--- config.mk ---
export PLATFORM = sky130hd
export DESIGN_NAME = mat_fifo_loader
export DESIGN_NICKNAME = d
export VERILOG_FILES = /design/src/rtl/mat_fifo_loader.sv
export SDC_FILE = /design/constraint.sdc
export NUM_CORES = 1
export LEC_CHECK = 0
export BUFFER_PORTS_ARGS = -buffer_cell sky130_fd_sc_hd__buf_2
export CORE_ASPECT_RATIO = 1.1
export CORE_MARGIN = 10
export CORE_UTILIZATION = 46
export CTS_CLUSTER_DIAMETER = 120
export DETAILED_ROUTE_END_ITERATION = 6
export MAX_ROUTING_LAYER = met4
export PLACE_DENSITY = 0.73
export SLEW_MARGIN = 20
export SYNTH_ARGS = -nofsm -noshare
export SYNTH_HDL_FRONTEND = slang
export SYNTH_SLANG_ARGS = --single-unit
--- constraint.sdc ---
create_clock -name clk -period 2.6 [get_ports clk]
set_clock_uncertainty 0.2 [all_clocks]
set_input_delay 0.26 -clock clk [delete_from_list [all_inputs] [get_ports clk]]
set_output_delay 0.26 -clock clk [all_outputs]
set_load 0.02 [all_outputs]
--- src/rtl/mat_fifo_loader.sv ---
// Matrix FIFO loader: fetches the B vector word and NUM_ROWS matrix-A row words
// from memory (one read outstanding at a time). Each 64-bit word is unpacked
// MSB byte first onto a shared write bus feeding the B FIFO or the target A FIFO.
//
// state  | meaning
// -------+------------------------------------------------------------
// IDLE   | waiting for start
// REQ    | read request for word w held on the bus until accepted
// WAIT   | request accepted, waiting for readdatavalid
// UNPACK | writing the 8 held bytes to the target FIFO, stalling on full
// DONE   | all words written; waits for start to drop before re-arming
module mat_fifo_loader #(
    parameter int          DATA_WIDTH = 8,
    parameter int          NUM_ROWS   = 8,
    parameter logic [31:0] BASE_ADDR  = 32'h0
) (
    input  logic                  clk,
    input  logic                  rst_n,
    input  logic                  start,
    output logic [31:0]           address,
    output logic                  read,
    input  logic [63:0]           readdata,
    input  logic                  readdatavalid,
    input  logic                  waitrequest,
    output logic [DATA_WIDTH-1:0] wr_data,
    output logic [NUM_ROWS-1:0]   wrreq_A,
    output logic                  wrreq_B,
    input  logic [NUM_ROWS-1:0]   wrfull_A,
    input  logic                  wrfull_B,
    output logic                  busy,
    output logic                  done
);

    localparam int            WW     = $clog2(NUM_ROWS + 1);
    localparam logic [WW-1:0] LAST_W = WW'(NUM_ROWS);

    typedef enum logic [2:0] {
        S_IDLE,
        S_REQ,
        S_WAIT,
        S_UNPACK,
        S_DONE
    } state_t;

    state_t        state;
    state_t        state_nxt;
    logic [WW-1:0] w_idx;
    logic [2:0]    b_idx;
    logic [63:0]   hold;
    logic [7:0]    cur_byte;
    logic          tgt_full;
    logic          wr_fire;

    // State register
    always_ff @(posedge clk or negedge rst_n) begin
        if (!rst_n) begin
            state <= S_IDLE;
        end else begin
            state <= state_nxt;
        end
    end

    // Word index, byte index and holding register; readdatavalid only matters in WAIT
    always_ff @(posedge clk or negedge rst_n) begin
        if (!rst_n) begin
            w_idx <= '0;
            b_idx <= '0;
            hold  <= '0;
        end else begin
            case (state)
                S_IDLE: begin
                    if (start) begin
                        w_idx <= '0;
                    end
                end
                S_WAIT: begin
                    if (readdatavalid) begin
                        hold  <= readdata;
                        b_idx <= '0;
                    end
                end
                S_UNPACK: begin
                    if (wr_fire) begin
                        b_idx <= b_idx + 3'd1;
                        if (b_idx == 3'd7 && w_idx != LAST_W) begin
                            w_idx <= w_idx + WW'(1);
                        end
                    end
                end
                default: ;
            endcase
        end
    end

    // Next-state logic, memory request, and FIFO strobes (only the target FIFO, only when not full)
    always_comb begin
        state_nxt = state;
        address   = '0;
        read      = 1'b0;
        wr_data   = '0;
        wrreq_A   = '0;
        wrreq_B   = 1'b0;
        busy      = 1'b0;
        done      = 1'b0;
        wr_fire   = 1'b0;
        cur_byte  = hold[{~b_idx, 3'b000} +: 8];
        tgt_full  = wrfull_B;
        for (int i = 0; i < NUM_ROWS; i++) begin
            if (w_idx == WW'(i + 1)) begin
                tgt_full = wrfull_A[i];
            end
        end

        case (state)
            S_IDLE: begin
                if (start) begin
                    state_nxt = S_REQ;
                end
            end
            S_REQ: begin
                busy    = 1'b1;
                read    = 1'b1;
                address = BASE_ADDR + 32'(w_idx);
                if (!waitrequest) begin
                    state_nxt = S_WAIT;
                end
            end
            S_WAIT: begin
                busy = 1'b1;
                if (readdatavalid) begin
                    state_nxt = S_UNPACK;
                end
            end
            S_UNPACK: begin
                busy    = 1'b1;
                wr_data = DATA_WIDTH'(cur_byte);
                if (!tgt_full) begin
                    wr_fire = 1'b1;
                    if (w_idx == '0) begin
                        wrreq_B = 1'b1;
                    end else begin
                        for (int i = 0; i < NUM_ROWS; i++) begin
                            wrreq_A[i] = (w_idx == WW'(i + 1));
                        end
                    end
                    if (b_idx == 3'd7) begin
                        state_nxt = (w_idx == LAST_W) ? S_DONE : S_REQ;
                    end
                end
            end
            S_DONE: begin
                done = 1'b1;
                if (!start) begin
                    state_nxt = S_IDLE;
                end
            end
            default: state_nxt = S_IDLE;
        endcase
    end

endmodule
### Word-level counts from Yosys, hierarchy flattened

Cells that the tools add are included.

* flip-flop bits (word level): 74
* output and inout port bits: 52
* bits of input ports: 78

* bitwise gates (word level): 1
* multiplexer cells: 36
* reduce and logical (&&, ||, !) cells: 10
* shift operators: 1
* eq/ne operators: 22
* add/sub/neg operators: 2

Operators with widths (count)
* indexed part select 64 x 7 -> 8 bit: 1
* two-way mux 8 bit: 4
* two-way mux 3 bit: 9
* == test 4 x 3 -> 1 bit (second input constant): 4
* two-way mux 1 bit: 16
* two-way mux 4 bit: 4
* inequality test 2 bit (second input constant): 8
* case mux 3 bit (5 select lines): 1
* == test 4 x 2 -> 1 bit (second input constant): 2
* case mux 4 bit (2 select lines): 1
* == test 3 x 2 -> 1 bit (second input constant): 2
* == test 3 bit (second input constant): 2
* case mux 3 bit (2 select lines): 1
* AND reduction 6 bit: 1
* adder 4 x 1 -> 4 bit (second input constant): 1
* == test 4 x 1 -> 1 bit (second input constant): 1
* == test 4 bit (second input constant): 1
* logical NOT 4 bit: 1
* inequality test 4 bit (second input constant): 1
* AND reduction 4 bit: 1
* nonzero test 2 bit: 2
* adder 3 x 1 -> 3 bit (second input constant): 1
* == test 3 x 1 -> 1 bit (second input constant): 1
* logical NOT 3 bit: 1
* 5 further kinds: 5

### Logic depth before layout (Yosys ltp)

Gate-level depths: netlist of run 1.

* depth after elaboration: 13
* mapped depth: 10

### Least setup slack after synthesis of run 1

Ideal clock, no wire load.

* path type: flip-flop to output port
* start point: register w_idx[0]
* end point: output wrreq_A[1]
* stages on the path, launching flop included: 10
* data arrival time: 2168 ps
* setup slack: -28 ps
* path buffers: 3
* cell sequence: dfrtp_1 ha_1 clkbuf_1 a2111oi_0 o22a_1 or2_0 buf_2 and3_4 buf_6 and4b_1

* cells in the longest elaborated chain, start to end: 11

RTL lines
* start: declaration: line 47 `logic [WW-1:0] w_idx;`
* start signal: assignment: line 86 `w_idx <= w_idx + WW'(1);`
* == test 4 x 1 -> 1 bit: line 109 `if (w_idx == WW'(i + 1)) begin`
* two-way mux 1 bit (8 in series): line 109
* two-way mux 8 bit (*): line 137 `if (!tgt_full) begin`
* two-way mux 8 bit (*): line 114 `case (state)`
* end: declaration: line 26 `output logic [NUM_ROWS-1:0] wrreq_A,`

Mark *: on every way between the ends. The rest lies on a longest branch, timed or not.

### Worst setup path after layout of run 1

* start point: register w_idx[1]
* end point: output wrreq_A[2]

Same word-level chain as after synthesis.

==> results.json, run 1 <==
{
  "ir_drop_v": 0.00101,
  "place_area_um2": 4580,
  "nets": 576,
  "cp-end-kind": "output pin",
  "ant_nets": 0,
  "max_freq_ghz": 0.357,
  "cts_buffers": 9,
  "slew_violations": 0,
  "postLayoutSetupSlackWorst_ps": -204,
  "synth-simple-area-share_pct": 9.17,
  "wirelength_mm": 11.0,
  "drc": 0,
  "hold_slack_ps": 158,
  "syn_avg_cell_area_um2": 12.7,
  "grt_setup_unrepaired": "true",
  "antenna_cells": 0,
  "slowest_delay_ps": 440,
  "die_area_um2": 12900,
  "synth_xor_xnor_area_share_pct": 0,
  "synth_area_um2": 4030,
  "setup_tns_ps": -1480,
  "cpMaxStageDelayCell": "dfrtp_2",
  "first_iter_violations": 139,
  "critPathLaunchType": "flop",
  "place_ws_ps": -64.1,
  "cp_max_fo": 9,
  "antenna_found_initial": 0,
  "gr-total-overflow": 0,
  "firstDrtPassIters": 4,
  "worstPathArrival_ps": 2340,
  "die_y_um": 118,
  "synth_fa_ha_area_share_pct": 1.87,
  "root_buffer": "clkbuf_8",
  "clkTransAtPathRegs_ps": 80,
  "nFillCells": 592,
  "worstPathRequired_ps": 2140,
  "place_hpwl_mm": 7.31,
  "vias_per_cell": 5.07,
  "cts_num_sinks": 74,
  "area_delta_synth_final_pct": 40.1,
  "muxShareOfSynthArea_pct": 30.0,
  "ys_ff_latch": 74,
  "setup_violations": 8,
  "num_rows": 35,
  "violations": "setup timing",
  "drv_cap": 0,
  "port_buffers": 101,
  "fin_area_um2": 5640,
  "fin_crit_sh_pct": 108,
  "grt_use_total_pct": 17.3,
  "period_minus_slack_ps": 2800,
  "routed-via-count": 3084,
  "path_cells": "inv_2, ha_4, nor2b_4, nor4b_2, o31ai_1, or2_1, and3_4, and4b_2, buf_6",
  "die_x_um": 109,
  "synth_top_family_by_area": "multiplexers",
  "htree_levels": 3,
  "hold_class": "input pin to flop",
  "crit_family": "simple AND/OR/NAND/NOR gates",
  "syn_inst": 318,
  "grt_pass1_vias": 3410,
  "cp_num_buf_inv": 2,
  "finalHoldViolCount": 0,
  "powerDensity_nw_per_um2": 1090,
  "clk_latency_ps": 350,
  "yosysUniqueCellTypes": 43,
  "finalPower_mw": 6.13,
  "tritoncts": "yes",
  "start_util_pct": 47.6,
  "clk_path_buf_depth": 2,
  "grt_max_degree": 75,
  "critPathKind": "flop to output pin",
  "fin_cells": 608,
  "finish.utilization_pct": 66.7,
  "dpl.cell_count": 517,
  "io_pins": 130,
  "grt_pass1_wl_mm": 17.2,
  "outcome": "finished with violations",
  "leakage_nw": 2.60,
  "worstMarginPinSlew_ps": 923,
  "place_congestion": 0.889,
  "ys_warn_count": 0,
  "core_area_um2": 8450,
  "synth_compound_area_share_pct": 4.38,
  "drive_gt1_share_pct": 48.5,
  "seq_area_frac_synth_pct": 46.0,
  "slew_headroom_pct": 38.4,
  "wl_per_cell_um": 18.2
}
area by class of cell:
| class | instances | area (µm²) | area share, % |
|---|---|---|---|
| multi-input combinational | 215 | 2020 | 35.8 |
| sequential | 74 | 1860 | 32.9 |
| timing repair buffer | 185 | 1370 | 24.3 |
| tap | 111 | 139 | 2.46 |
| clock buffer | 9 | 124 | 2.20 |
| clock inverter | 7 | 101 | 1.80 |
| inverter | 7 | 28.8 | 0.510 |
worst paths after layout:
kind	from	end	slack [ps]	cells after the start
worst max register to register	w_idx[1]$_DFFE_PN0P_	b_idx[2]$_DFFE_PN0P_	80	10
worst max-delay path	w_idx[1]$_DFFE_PN0P_	wrreq_A[2]	-200	9
worst min-delay path	wrfull_A[7]	state[2]$_DFFE_PN0P_	160	3
min in group asynchronous	rst_n	hold[3]$_DFFE_PN0P_	400	2
worst min register to register	hold[15]$_DFFE_PN0P_	hold[15]$_DFFE_PN0P_	310	1
max in group asynchronous	rst_n	b_idx[0]$_DFFE_PN0P_	1130	2
state kept, by name, indices dropped and copies added, names as in the netlist:
register	cells
state	3
b_idx	3
w_idx	4
hold	64
per-layer routing:
metal	track usage [%]	up-vias	routed length, µm
li1	-	1442	-
met1	18.5	1507	4050
met2	29.7	122	5840
met3	4.98	13	973
met4	5.86	0	177
met5	-	-	0
power by group:
part / internal [mW] / switching, mW / total, mW
combinational: 1.64 / 1.36 / 3.01
clock: 0.548 / 0.448 / 0.996
sequential: 1.72 / 0.408 / 2.13
worst min-delay path: stages:
cell and delay [ps]:
buf_2 120, nor2_1 110, a32o_1 170
synthesized netlist by cell type:
cell type	count	area [µm²]
nand2_1	4	15.0
or2_0	1	6.26
nor2b_1	6	37.5
and4b_1	4	40.0
mux2_2	66	743
a211o_1	1	8.76
nand3_1	4	20.0
and2b_1	1	7.51
inv_1	7	26.3
mux4_2	16	360
o211ai_1	1	7.51
a32o_1	1	10.0
a21o_1	1	7.51
and2_1	4	25.0
mux2i_1	9	90.1
nor3_1	3	15.0
nand2b_1	1	6.26
o22a_1	1	8.76
buf_6	1	11.3
a31oi_1	6	37.5
clkbuf_1	7	26.3
and3_1	9	56.3
o31ai_2	1	12.5
o21bai_1	1	7.51
a221oi_1	2	17.5
conb_1	1	3.75
buf_4	29	218
dfrtp_1	74	1850
and3b_4	1	12.5
nor4b_1	2	17.5
buf_2	11	55.1
nor4_1	2	12.5
nand3b_1	2	15.0
and3_4	1	11.3
mux2_4	1	15.0
a22oi_1	1	7.51
a2111oi_0	1	8.76
buf_1	1	3.75
nor2_1	19	71.3
o21ai_0	3	15.0
o31ai_1	1	7.51
ha_1	6	75.1
a21oi_1	4	20.0
timing repair:
item,CTS,global route
gates resized for setup,27,5
hold buffers,66,0
pin swaps,4,2
setup buffers,6,3
endpoints found under the setup margin,10,12
gates cloned,0,0
endpoints found under the hold margin,139,0
cells in the final DEF, fill, tap and decap left out, drive strengths merged, types with 6 or more instances in the layout:
| cell | n |
|---|---|
| inv | 9 |
| ha | 6 |
| dfrtp | 74 |
| a31oi | 6 |
| mux4 | 16 |
| dlygate4sd3 | 66 |
| mux2 | 67 |
| buf | 119 |
| nor2 | 19 |
| and3 | 10 |
| clkbuf | 9 |
| nor2b | 6 |
| mux2i | 9 |
| conb | 28 |
cells by family (layout without fill, tap and decap cells):
group | after synthesis | after routing
flops | 74 | 74
compound gates | 25 | 25
fa+ha+maj | 6 | 6
simple gates | 64 | 64
other cells | 1 | 28
buf+inv | 56 | 208
mux | 92 | 92
Power figures use the tool's default switching activity.
==> inputs of run 2 (changes only) <==
--- a/config.mk
+++ b/config.mk
@@ -13,6 +13,7 @@
 export DETAILED_ROUTE_END_ITERATION = 6
 export MAX_ROUTING_LAYER = met4
 export PLACE_DENSITY = 0.73
+export RECOVER_POWER = 25
 export SLEW_MARGIN = 20
 export SYNTH_ARGS = -nofsm -noshare
 export SYNTH_HDL_FRONTEND = slang
==> constraint.sdc (replaced) <==
create_clock -name clk -period 2.6 [get_ports clk]
set_clock_uncertainty 0.2 [all_clocks]
set_input_delay 0.52 -clock clk [delete_from_list [all_inputs] [get_ports clk]]
set_output_delay 0.52 -clock clk [all_outputs]
set_load 0.02 [all_outputs]
==> results.json, run 2 (same netlist as run 1, synthesis figures left out) <==
{
  "outcome": "finished with violations",
  "violations": "setup timing",
  "fin_area_um2": 5160,
  "setup_violations": 8,
  "dpl.cell_count": 529,
  "worstPathArrival_ps": 2260,
  "tritoncts": "yes",
  "period_minus_slack_ps": 2980,
  "max_freq_ghz": 0.335,
  "p_switching_mw": 2.18,
  "fin_cells": 555,
  "critPathLaunchType": "flop",
  "grt_use_total_pct": 14.9,
  "slew_headroom_pct": 51.7,
  "die_y_um": 118,
  "slowest_delay_ps": 440,
  "place_hpwl_mm": 7.47,
  "seq_power_share_pct": 34.6,
  "top_regs": "hold x64, w_idx x4",
  "clock_power_share_pct": 14.0,
  "reg2reg_from": "w_idx[0]$_DFFE_PN0P_",
  "firstDrtPassIters": 4,
  "port_buffers": 101,
  "clk_latency_ps": 330,
  "fin_crit_sh_pct": 115,
  "cts_buffers": 9,
  "place_congestion": 0.907,
  "num_rows": 35,
  "htree_levels": 3,
  "cp-end-kind": "output pin",
  "path_cells": "inv_4, ha_4, and3b_4, a31oi_2, o31ai_2, or2_4, and3_4, and4b_2, buf_6",
  "drv_cap": 0,
  "finalHoldViolCount": 0,
  "drc": 0,
  "gr-total-overflow": 0,
  "cp_max_fo": 5,
  "whs_path_depth": 2,
  "slew_violations": 0,
  "io_pins": 130,
  "wirelength_mm": 9.67,
  "final_common_cell": "buf_2",
  "vias_per_cell": 5.16,
  "clkTransAtPathRegs_ps": 80,
  "ir_drop_v": 0.000829,
  "finish.utilization_pct": 61.1,
  "area_delta_synth_final_pct": 28.2,
  "nFillCells": 666,
  "finalPower_mw": 6.11,
  "combPwrFrac_pct": 51.5,
  "nets": 522,
  "largest_register_ffs": 64,
  "drive_gt1_share_pct": 58.8,
  "routed-via-count": 2863,
  "swShare_pct": 35.8,
  "place_area_um2": 4710,
  "leakage_nw": 2.39,
  "intPower_mw": 3.92,
  "top_register": "hold",
  "antenna_found_initial": 2,
  "start_util_pct": 47.6,
  "cpMaxStageDelayCell": "dfrtp_2",
  "r2r_cells": 10,
  "root_buffer": "clkbuf_8",
  "grt_setup_unrepaired": "true",
  "worstPathRequired_ps": 1880,
  "critPathKind": "flop to output pin",
  "postLayoutSetupSlackWorst_ps": -384,
  "grt_pass1_wl_mm": 14.9,
  "grt_max_degree": 46,
  "final_cell_mix": "89 x buf_2, 71 x dfrtp_1, 66 x mux2_2",
  "die_x_um": 109,
  "worstMarginPinSlew_ps": 724,
  "wl_per_cell_um": 17.4,
  "powerDensity_nw_per_um2": 1180,
  "r2r_slack_ps": 140,
  "grt_pass1_vias": 3075,
  "reg2reg_to": "b_idx[1]$_DFFE_PN0P_",
  "die_area_um2": 12900,
  "first_iter_violations": 121,
  "cts_num_sinks": 74,
  "core_area_um2": 8450,
  "hp-start": "readdata[55]",
  "hold_class": "input pin to flop",
  "clk_path_buf_depth": 2,
  "hold_path_end": "hold[55]$_DFFE_PN0P_",
  "ant_nets": 0
}
-- run 2: cell type report --
cell class              count  area, µm²  area share [%]
clock buffers              10        138            2.67
clock inverters             5       55.1            1.07
repair buffers            130        851            16.5
inverters                   7       31.3           0.606
well taps                 111        139            2.69
flip-flops and latches     74       1860            36.0
diodes                      2       5.00          0.0970
multi-input cells         216       2090            40.4
-- run 2: worst max-delay path, delay by kind of cell, from the launching register on --
family,cells,cell delay (ps)
compound gates,2,250
fa+ha+maj,1,190
buf+inv,2,190
flops,1,440
simple gates,4,870
-- run 2: per-stage QoR --
stage               worst slack, ps  hold slack [ps]  setup TNS (ps)
floorplan                      -123             24.4            -911
global placement              -36.7              269            -204
detailed placement             -108              277            -695
CTS                            -398              195           -3060
global route                   -491              189           -4050
finish                         -384              214           -2870
-- run 2: worst max path at each step --
stage	start	end	slack [ps]	depth (start not counted)
6_report	w_idx[0]$_DFFE_PN0P_	wrreq_A[1]	-380	9
5_1_grt	w_idx[0]$_DFFE_PN0P_	wrreq_A[1]	-490	9
4_1_cts	w_idx[1]$_DFFE_PN0P_	wrreq_A[2]	-400	9
3_5_place_dp	w_idx[1]$_DFFE_PN0P_	wrreq_A[2]	-110	9
3_3_place_gp	w_idx[1]$_DFFE_PN0P_	wrreq_A[2]	-40	9
2_1_floorplan	w_idx[1]$_DFFE_PN0P_	wrreq_A[1]	-120	10
-- run 2: metal layers --
layer	share of wire [%]	GRT usage, %	up-vias	wire length, µm
met5	0	-	-	0
met4	0.59	3.66	0	57
met3	8.9	4.49	6	856
met2	50	24.9	109	4850
met1	40	17.0	1407	3900
li1	-	-	1341	-
-- run 2: power groups by stage --
stage | logic [mW] | registers, mW | clock network [mW]
3_5_place_dp | 2.87 | 2.11 | 0
6_report | 3.14 | 2.11 | 0.853
3_3_place_gp | 2.79 | 2.06 | 0
5_1_grt | 3.39 | 2.19 | 0.940
2_1_floorplan | 2.21 | 1.93 | 0
4_1_cts | 3.02 | 2.09 | 0.882
-- run 2: what timing repair did --
action                                 4_1_cts  5_1_grt
pin swaps                                    9        9
setup buffers                                4        2
resized for setup                           35       15
setup endpoints to repair                   12       17
cloned                                       1        1
endpoints found under the hold margin       29        0
hold buffers                                 1        0
